`src/rtl/score_pkg.sv`:
```
`default_nettype none
// ------------------------------------------------------------------
// score_pkg: shared types and defaults for the score BCD converter
// Rev 1.0
// ------------------------------------------------------------------
package score_pkg;

  localparam int MAX_SCORE_DEF = 9999;
  localparam int N_DIGITS_DEF  = 4;

  typedef logic [3:0] bcd_digit_t;

  typedef enum logic [1:0] {
    S_IDLE    = 2'd0,
    S_SHIFT   = 2'd1,
    S_PUBLISH = 2'd2
  } bcd_state_t;

endpackage : score_pkg
`default_nettype wire

```
`src/rtl/bcd_digit_adjust.sv`:
```
`default_nettype none
// ------------------------------------------------------------------
// bcd_digit_adjust: add-3 correction for one BCD digit before a shift
// Rev 1.0
// ------------------------------------------------------------------
module bcd_digit_adjust
  import score_pkg::*;
(
  input  bcd_digit_t i_digit,
  output bcd_digit_t o_digit
);

  // Digit never exceeds 9 before adjust, so 4-bit arithmetic cannot wrap.
  assign o_digit = (i_digit >= 4'd5) ? (i_digit + 4'd3) : i_digit;

endmodule : bcd_digit_adjust
`default_nettype wire

```
`src/rtl/score_bcd_converter.sv`:
```
`default_nettype none
// ------------------------------------------------------------------
// score_bcd_converter: re-converts the binary score to packed BCD on change
// Rev 1.0
// ------------------------------------------------------------------
module score_bcd_converter
  import score_pkg::*;
#(
  parameter  int MAX_SCORE = MAX_SCORE_DEF,
  parameter  int N_DIGITS  = N_DIGITS_DEF,
  localparam int BIN_W     = $clog2(MAX_SCORE)
) (
  input  logic                  clk,
  input  logic                  rst,
  input  logic [BIN_W-1:0]      bin_in,
  output logic [4*N_DIGITS-1:0] bcd_out,
  output logic                  bcd_valid,
  output logic                  busy,
  output logic                  saturated
);

  localparam int                 CNT_W   = (BIN_W > 1) ? $clog2(BIN_W) : 1;
  localparam int                 DIG_W   = 4 * N_DIGITS;
  localparam logic [BIN_W-1:0]   C_MAX   = BIN_W'(MAX_SCORE);
  localparam logic [CNT_W-1:0]   C_LAST  = CNT_W'(BIN_W - 1);

  generate
    if (10 ** N_DIGITS <= MAX_SCORE) begin : g_param_check
      $error("N_DIGITS too small to represent MAX_SCORE");
    end
  endgenerate

  bcd_state_t         r_state;
  logic [DIG_W-1:0]   r_bcd;
  logic               r_valid;
  logic               r_busy;
  logic               r_sat;
  logic               r_sat_q;
  logic               r_first_pending;
  logic [BIN_W-1:0]   r_last_conv;
  logic [BIN_W-1:0]   r_shift_bin;
  logic [DIG_W-1:0]   r_digits;
  logic [CNT_W-1:0]   r_bit_cnt;

  logic [DIG_W-1:0]       w_adj;
  logic [DIG_W+BIN_W-1:0] w_cat;
  logic [DIG_W-1:0]       w_next_digits;
  logic [BIN_W-1:0]       w_next_bin;
  logic                   w_start;
  logic                   w_over;
  logic [BIN_W-1:0]       w_clamped;

  generate
    for (genvar g = 0; g < N_DIGITS; g++) begin : g_digit
      bcd_digit_adjust u_adj (
        .i_digit (r_digits[4*g +: 4]),
        .o_digit (w_adj[4*g +: 4])
      );
    end
  endgenerate

  always_comb begin
    w_cat         = {w_adj, r_shift_bin};
    w_next_digits = w_cat[DIG_W+BIN_W-2 -: DIG_W];
    w_next_bin    = {w_cat[BIN_W-2:0], 1'b0};
    w_start       = (bin_in != r_last_conv) || r_first_pending;
    w_over        = (bin_in > C_MAX);
    w_clamped     = w_over ? C_MAX : bin_in;
  end

  always_ff @(posedge clk) begin
    if (rst) begin
      r_state         <= S_IDLE;
      r_bcd           <= '0;
      r_valid         <= 1'b0;
      r_busy          <= 1'b0;
      r_sat           <= 1'b0;
      r_sat_q         <= 1'b0;
      r_first_pending <= 1'b1;
      r_last_conv     <= '0;
      r_shift_bin     <= '0;
      r_digits        <= '0;
      r_bit_cnt       <= '0;
    end else begin
      case (r_state)
        S_IDLE: begin
          if (w_start) begin
            r_last_conv     <= bin_in;
            r_first_pending <= 1'b0;
            r_sat_q         <= w_over;
            r_shift_bin     <= w_clamped;
            r_digits        <= '0;
            r_bit_cnt       <= '0;
            r_busy          <= 1'b1;
            r_state         <= S_SHIFT;
          end
        end
        S_SHIFT: begin
          r_digits    <= w_next_digits;
          r_shift_bin <= w_next_bin;
          if (r_bit_cnt == C_LAST) begin
            r_state <= S_PUBLISH;
          end else begin
            r_bit_cnt <= r_bit_cnt + 1'b1;
          end
        end
        S_PUBLISH: begin
          // Published value only changes here, so the display never sees partial digits.
          r_bcd   <= r_digits;
          r_sat   <= r_sat_q;
          r_valid <= 1'b1;
          r_busy  <= 1'b0;
          r_state <= S_IDLE;
        end
        default: r_state <= S_IDLE;
      endcase
    end
  end

  assign bcd_out   = r_bcd;
  assign bcd_valid = r_valid;
  assign busy      = r_busy;
  assign saturated = r_sat;

endmodule : score_bcd_converter
`default_nettype wire

```
`config.mk`:
```
export PLATFORM = sky130hd
export DESIGN_NAME = score_bcd_converter
export DESIGN_NICKNAME = d
export VERILOG_FILES = /design/src/rtl/score_pkg.sv /design/src/rtl/bcd_digit_adjust.sv /design/src/rtl/score_bcd_converter.sv
export SDC_FILE = /design/constraint.sdc
export NUM_CORES = 1
export LEC_CHECK = 0
export BUFFER_PORTS_ARGS = -buffer_cell sky130_fd_sc_hd__buf_2
export CORE_ASPECT_RATIO = 0.6
export CORE_UTILIZATION = 40
export DETAILED_ROUTE_END_ITERATION = 7
export GPL_TIMING_DRIVEN = 0
export PLACE_DENSITY_LB_ADDON = 0.15
export REMOVE_ABC_BUFFERS = 1
export SETUP_SLACK_MARGIN = 0.15
export SLEW_MARGIN = 5
export SYNTH_ARGS = -nofsm -noshare
export SYNTH_HDL_FRONTEND = slang
export SYNTH_HIERARCHICAL = 1
export SYNTH_SLANG_ARGS = --single-unit
export TNS_END_PERCENT = 5
```
`constraint.sdc`:
```
create_clock -name clk -period 2.1 [get_ports clk]
set_input_delay 0.105 -clock clk [delete_from_list [all_inputs] [get_ports clk]]
set_output_delay 0.105 -clock clk [all_outputs]
set_load 0.1 [all_outputs]
```
Yosys cells after proc, flatten, opt, wreduce, memory -nomap -nowiden
Cells that the tools add are included.

Register bits after elaboration: 71. Latch bits: 0. Bits in writable memories: 0. ROM bits: 0. Input port bits: 16. Output and inout port bits: 19. Word-level logic and storage cells: 54. Memories: 0.

Add/subtract/negate cells: 5. $mul: 0. Div/mod/pow operators: 0. $lt $le $gt $ge: 5. Equal/unequal tests: 7. Shift operators: 0. Mux-type cells: 17. Bitwise operators: 0. Reduce and logical (&&, ||, !) cells: 9.

Operators by type and width (count): 16-bit one-hot mux with 2 select lines (1); 14-bit 2-to-1 mux (2); 14-bit one-hot mux with 2 select lines (1); 4-bit 2-to-1 mux (5); 4-bit by 3-bit >= comparator with 1-bit output, second input constant (4); 16-bit 2-to-1 mux (1); 14-bit > comparator, second input constant (1); 14-bit inequality test (1); 4-bit by 2-bit adder with 4-bit output, second input constant (3); 4-bit one-hot mux with 2 select lines (1); 2-bit AND reduction (4); 2-bit inequality test, second input constant (3); 4-bit by 1-bit adder with 4-bit output, second input constant (1); 4-bit equality test, second input constant (1); 2-bit 2-to-1 mux (2); 2-bit one-hot mux with 2 select lines (1); 2-bit nonzero test (2); 3-bit by 2-bit adder with 3-bit output, second input constant (1); 3-bit 2-to-1 mux (1); 3-bit AND reduction (1); 2-bit by 1-bit equality test with 1-bit output, second input constant (1); 2-bit equality test, second input constant (1); 2-bit logical NOT (1); 1-bit one-hot mux with 2 select lines (1); other kinds (2) (2).

Depth between registers and ports, before layout
Depth after elaboration: 4. Gate-level depth with buffers: 8. Depth with buffers taken out: 8.

Modules after synthesis
The synthesis kept the hierarchy.

By module, submodules not included: score_bcd_converter (times used 1, cells an instance 327, area an instance 2904.0 um2, seq. area each 1421.4 um2); bcd_digit_adjust (times used 4, cells an instance 16, area an instance 101.3 um2, seq. area each 0.0 um2).

Least setup slack after synthesis
OpenSTA, ideal clock, no wires.

Kind: register to register. From: register r_last_conv[2]. To: register r_last_conv[10]. Setup time: 128 ps. Data arrival time: 1758 ps. Required time: 1972 ps. Path slack: 215 ps. Stages on the path, launching flop included: 8. Path buffers: 1. Clock period less this slack: 1885 ps. Path through: dfxtp_1 > xnor2_1 > nand4_1 > or4_4 > o21ai_2 > buf_4 > mux2i_1 > nor2_1.

Cells in the longest elaborated chain, start to end: 3.

Ends and longest elaborated chain: from (decl) (RTL line score_bcd_converter.sv:40) `logic [BIN_W-1:0] r_last_conv;`; from (signal assigned) (RTL line score_bcd_converter.sv:88) `r_last_conv <= bin_in;`; 14-bit inequality test (RTL line score_bcd_converter.sv:66) `w_start = (bin_in != r_last_conv) || r_first_pending;`; 1-bit logical OR (RTL line score_bcd_converter.sv:66); 2-bit AND reduction (no source line).

Every way passes these cells. A chain may end at the register's enable or synchronous reset.

Worst setup path in the final report
From: register r_last_conv[2]. To: register r_sat_q.

Cells in the longest elaborated chain, start to end: 3.

Ends and longest elaborated chain: 14-bit inequality test (RTL line score_bcd_converter.sv:66); 1-bit logical OR (RTL line score_bcd_converter.sv:66); 2-bit AND reduction (no source line); to (signal assigned) (RTL line score_bcd_converter.sv:90) `r_sat_q <= w_over;`; to (decl) (RTL line score_bcd_converter.sv:38) `logic r_sat_q;`.

Every way passes these cells.

==> out/results.ini <==
[finish]
fin_nets = 458
n_antenna_cell = 0
seqCellArea_um2 = 1426
fillers = 763
fin_area_um2 = 4158
syn_to_final_growth_pct = 26.40
drive_above_1_share_pct = 23.80
multiInputGateArea_um2 = 1799

[floorplan]
start_util_pct = 41.57
die_y_um = 72.25
die_w_um = 119.1
io_pins = 35
core_um2 = 7914
rows = 25
die_area_um2 = 8602

[global_route]
grt.overflow.total = 0
grt_pass1_vias = 2659
grt_first_pass_wirelength_mm = 12.79
grt_usage_pct = 19.29
grt_max_degree = 72
antenna_found_initial = 0

[clock_tree]
cts_tree = done
clock-root-buffer = clkbuf_16
cts_buffers = 9
cts.sinks = 71
cts_hold_buf = 0
clk_latency_ps = 330
clockBufferDepth = 2
cts_htree_levels = 3
clk_pin_slew_ps = 60

[sta]
setup_viol = 0
hold_violations = 0
fin_worst_skew_ps = 5.400
fin_crit_sh_pct = 98.65
rsz0062_at_grt = true
worstMarginPinSlew_ps = 803.9
report.final.slew_viol_count = 0
fmax_mhz = 482.7
worst_hold_slack_ps = 63.97
finalSetupTns_ps = 0
fin_crit_ps = 2072
maxSlewHeadroom_pct = 46.41

[logic_synthesis]
ys.warnings.count = 6
avgSynthCellArea_um2 = 8.500
syn_inst = 387
synth_area_um2 = 3289

[routing]
drtIter0Drc = 136
drtAntennaViolNets = 0
num_vias = 2778
totalWireLength_mm = 7.816
drc_errors = 0
avgRoutedWirePerCell_um = 14.34
first_pass_iters = 4
routed_via_density = 5.097

[placement]
port_buffers = 34
dp_hpwl_mm = 4.698
globalplace.congestion = 0.7714
placed_area_um2 = 3522

[status]
outcome = complete, no violations

[worst_setup_path]
crit_arrival_ps = 2250
start_kind = flop
worstSetupPathType = reg2reg
critPathRequiredTime_ps = 2280
path_max_fanout = 6
critPathCaptureType = flop

[pwr]
p_per_area_nw_per_um2 = 793.6
vdd.ir_drop.worst_v = 0.0003091
p_leak_nw = 1.675

[job]
maxCapViolCount = 0

[hold_path]
hp-class = in2reg

cell type report:
| cell class | count | area share [%] |
|---|---|---|
| Tap cell | 108 | 3.250 |
| Timing Repair Buffer | 54 | 10.08 |
| Clock buffer | 13 | 6.500 |
| Inverter | 18 | 1.625 |
| Multi-Input combinational cell | 278 | 43.27 |
| Sequential cell | 71 | 34.31 |
| Clock inverter | 3 | 0.9630 |
power by group:
| part | leakage (nW) | total (mW) | internal, mW | switching, mW |
|---|---|---|---|---|
| combinational | 0.938 | 0.295 | 0.124 | 0.172 |
| sequential | 0.581 | 1.43 | 1.40 | 0.0353 |
| clock | 0.156 | 1.57 | 1.01 | 0.558 |
| total | 1.67 | 3.30 | 2.53 | 0.765 |
final timing paths:
kind	end	slack, ps	start	cells after the start
max	r_sat_q	30	r_last_conv[2]	8
min	r_last_conv[11]	60	bin_in[11]	3
max reg2reg	r_sat_q	30	r_last_conv[2]	8
min reg2reg	bcd_out[12]	450	bcd_out[12]	2
what timing repair did:
item / in CTS / in global routing
setup buffers: 12 / 4
endpoints found under the setup margin: 67 / 51
pin swaps: 21 / 15
gates cloned: 2 / 1
gates resized for setup: 12 / 12
metrics by stage:
step	util, %	power, mW	std cells	setup slack (ps)
3_3_place_gp	44.00	1.701	507	-1353
4_1_cts	50.77	3.319	539	-43.53
6_report	52.54	3.300	545	28.38
5_1_grt	52.54	3.434	545	-48.77
2_1_floorplan	-	1.611	365	-343.8
3_5_place_dp	44.51	1.713	509	-615.8
layer usage:
layer / part of all wire [%] / vias to the layer above / track usage [%]
met5: 0 / - / 0
met2: 44 / 47 / 29.72
met1: 51 / 1319 / 25.89
met3: 4.3 / 4 / 6.132
met4: 0.56 / 0 / 5.907
li1: - / 1408 / -
placed cells by master (no fill, tap or decap), types with 2 or more instances in the layout:
cell / instances
a2111oi_2: 7
a21oi_1: 26
a21oi_2: 4
a221oi_1: 4
a22oi_1: 12
a22oi_2: 6
a31oi_1: 3
buf_12: 3
buf_2: 33
buf_4: 9
buf_6: 5
buf_8: 3
clkbuf_16: 10
clkbuf_8: 3
clkinv_2: 2
dfxtp_1: 67
dfxtp_2: 4
ha_1: 10
inv_1: 18
mux2i_1: 19
nand2_1: 54
nand2b_1: 11
nand3_1: 5
nor2_1: 56
nor2b_1: 7
nor3_1: 13
o21ai_0: 6
o21ai_1: 3
o21ai_4: 2
o31ai_4: 2
or2_2: 2
xnor2_1: 6
xnor2_2: 2
xor2_1: 5
critical path, cell delays in order, from the launching register on:
cell and delay (ps):
dfxtp_2 320, xnor2_1 130, nand4_1 130, or4_4 550, buf_6 150, o21ai_4 210
clkbuf_16 210, mux2i_1 180, nor2_1 60
sequential cells by signal (all words and copies together), names as in the netlist:
name	cells
bcd_out	16
r_digits	16
r_last_conv	14
r_shift_bin	14
r_bit_cnt	4
r_state	2
bcd_valid	1
busy	1
r_first_pending	1
r_sat_q	1
saturated	1
(Power assumes the default switching activity.)
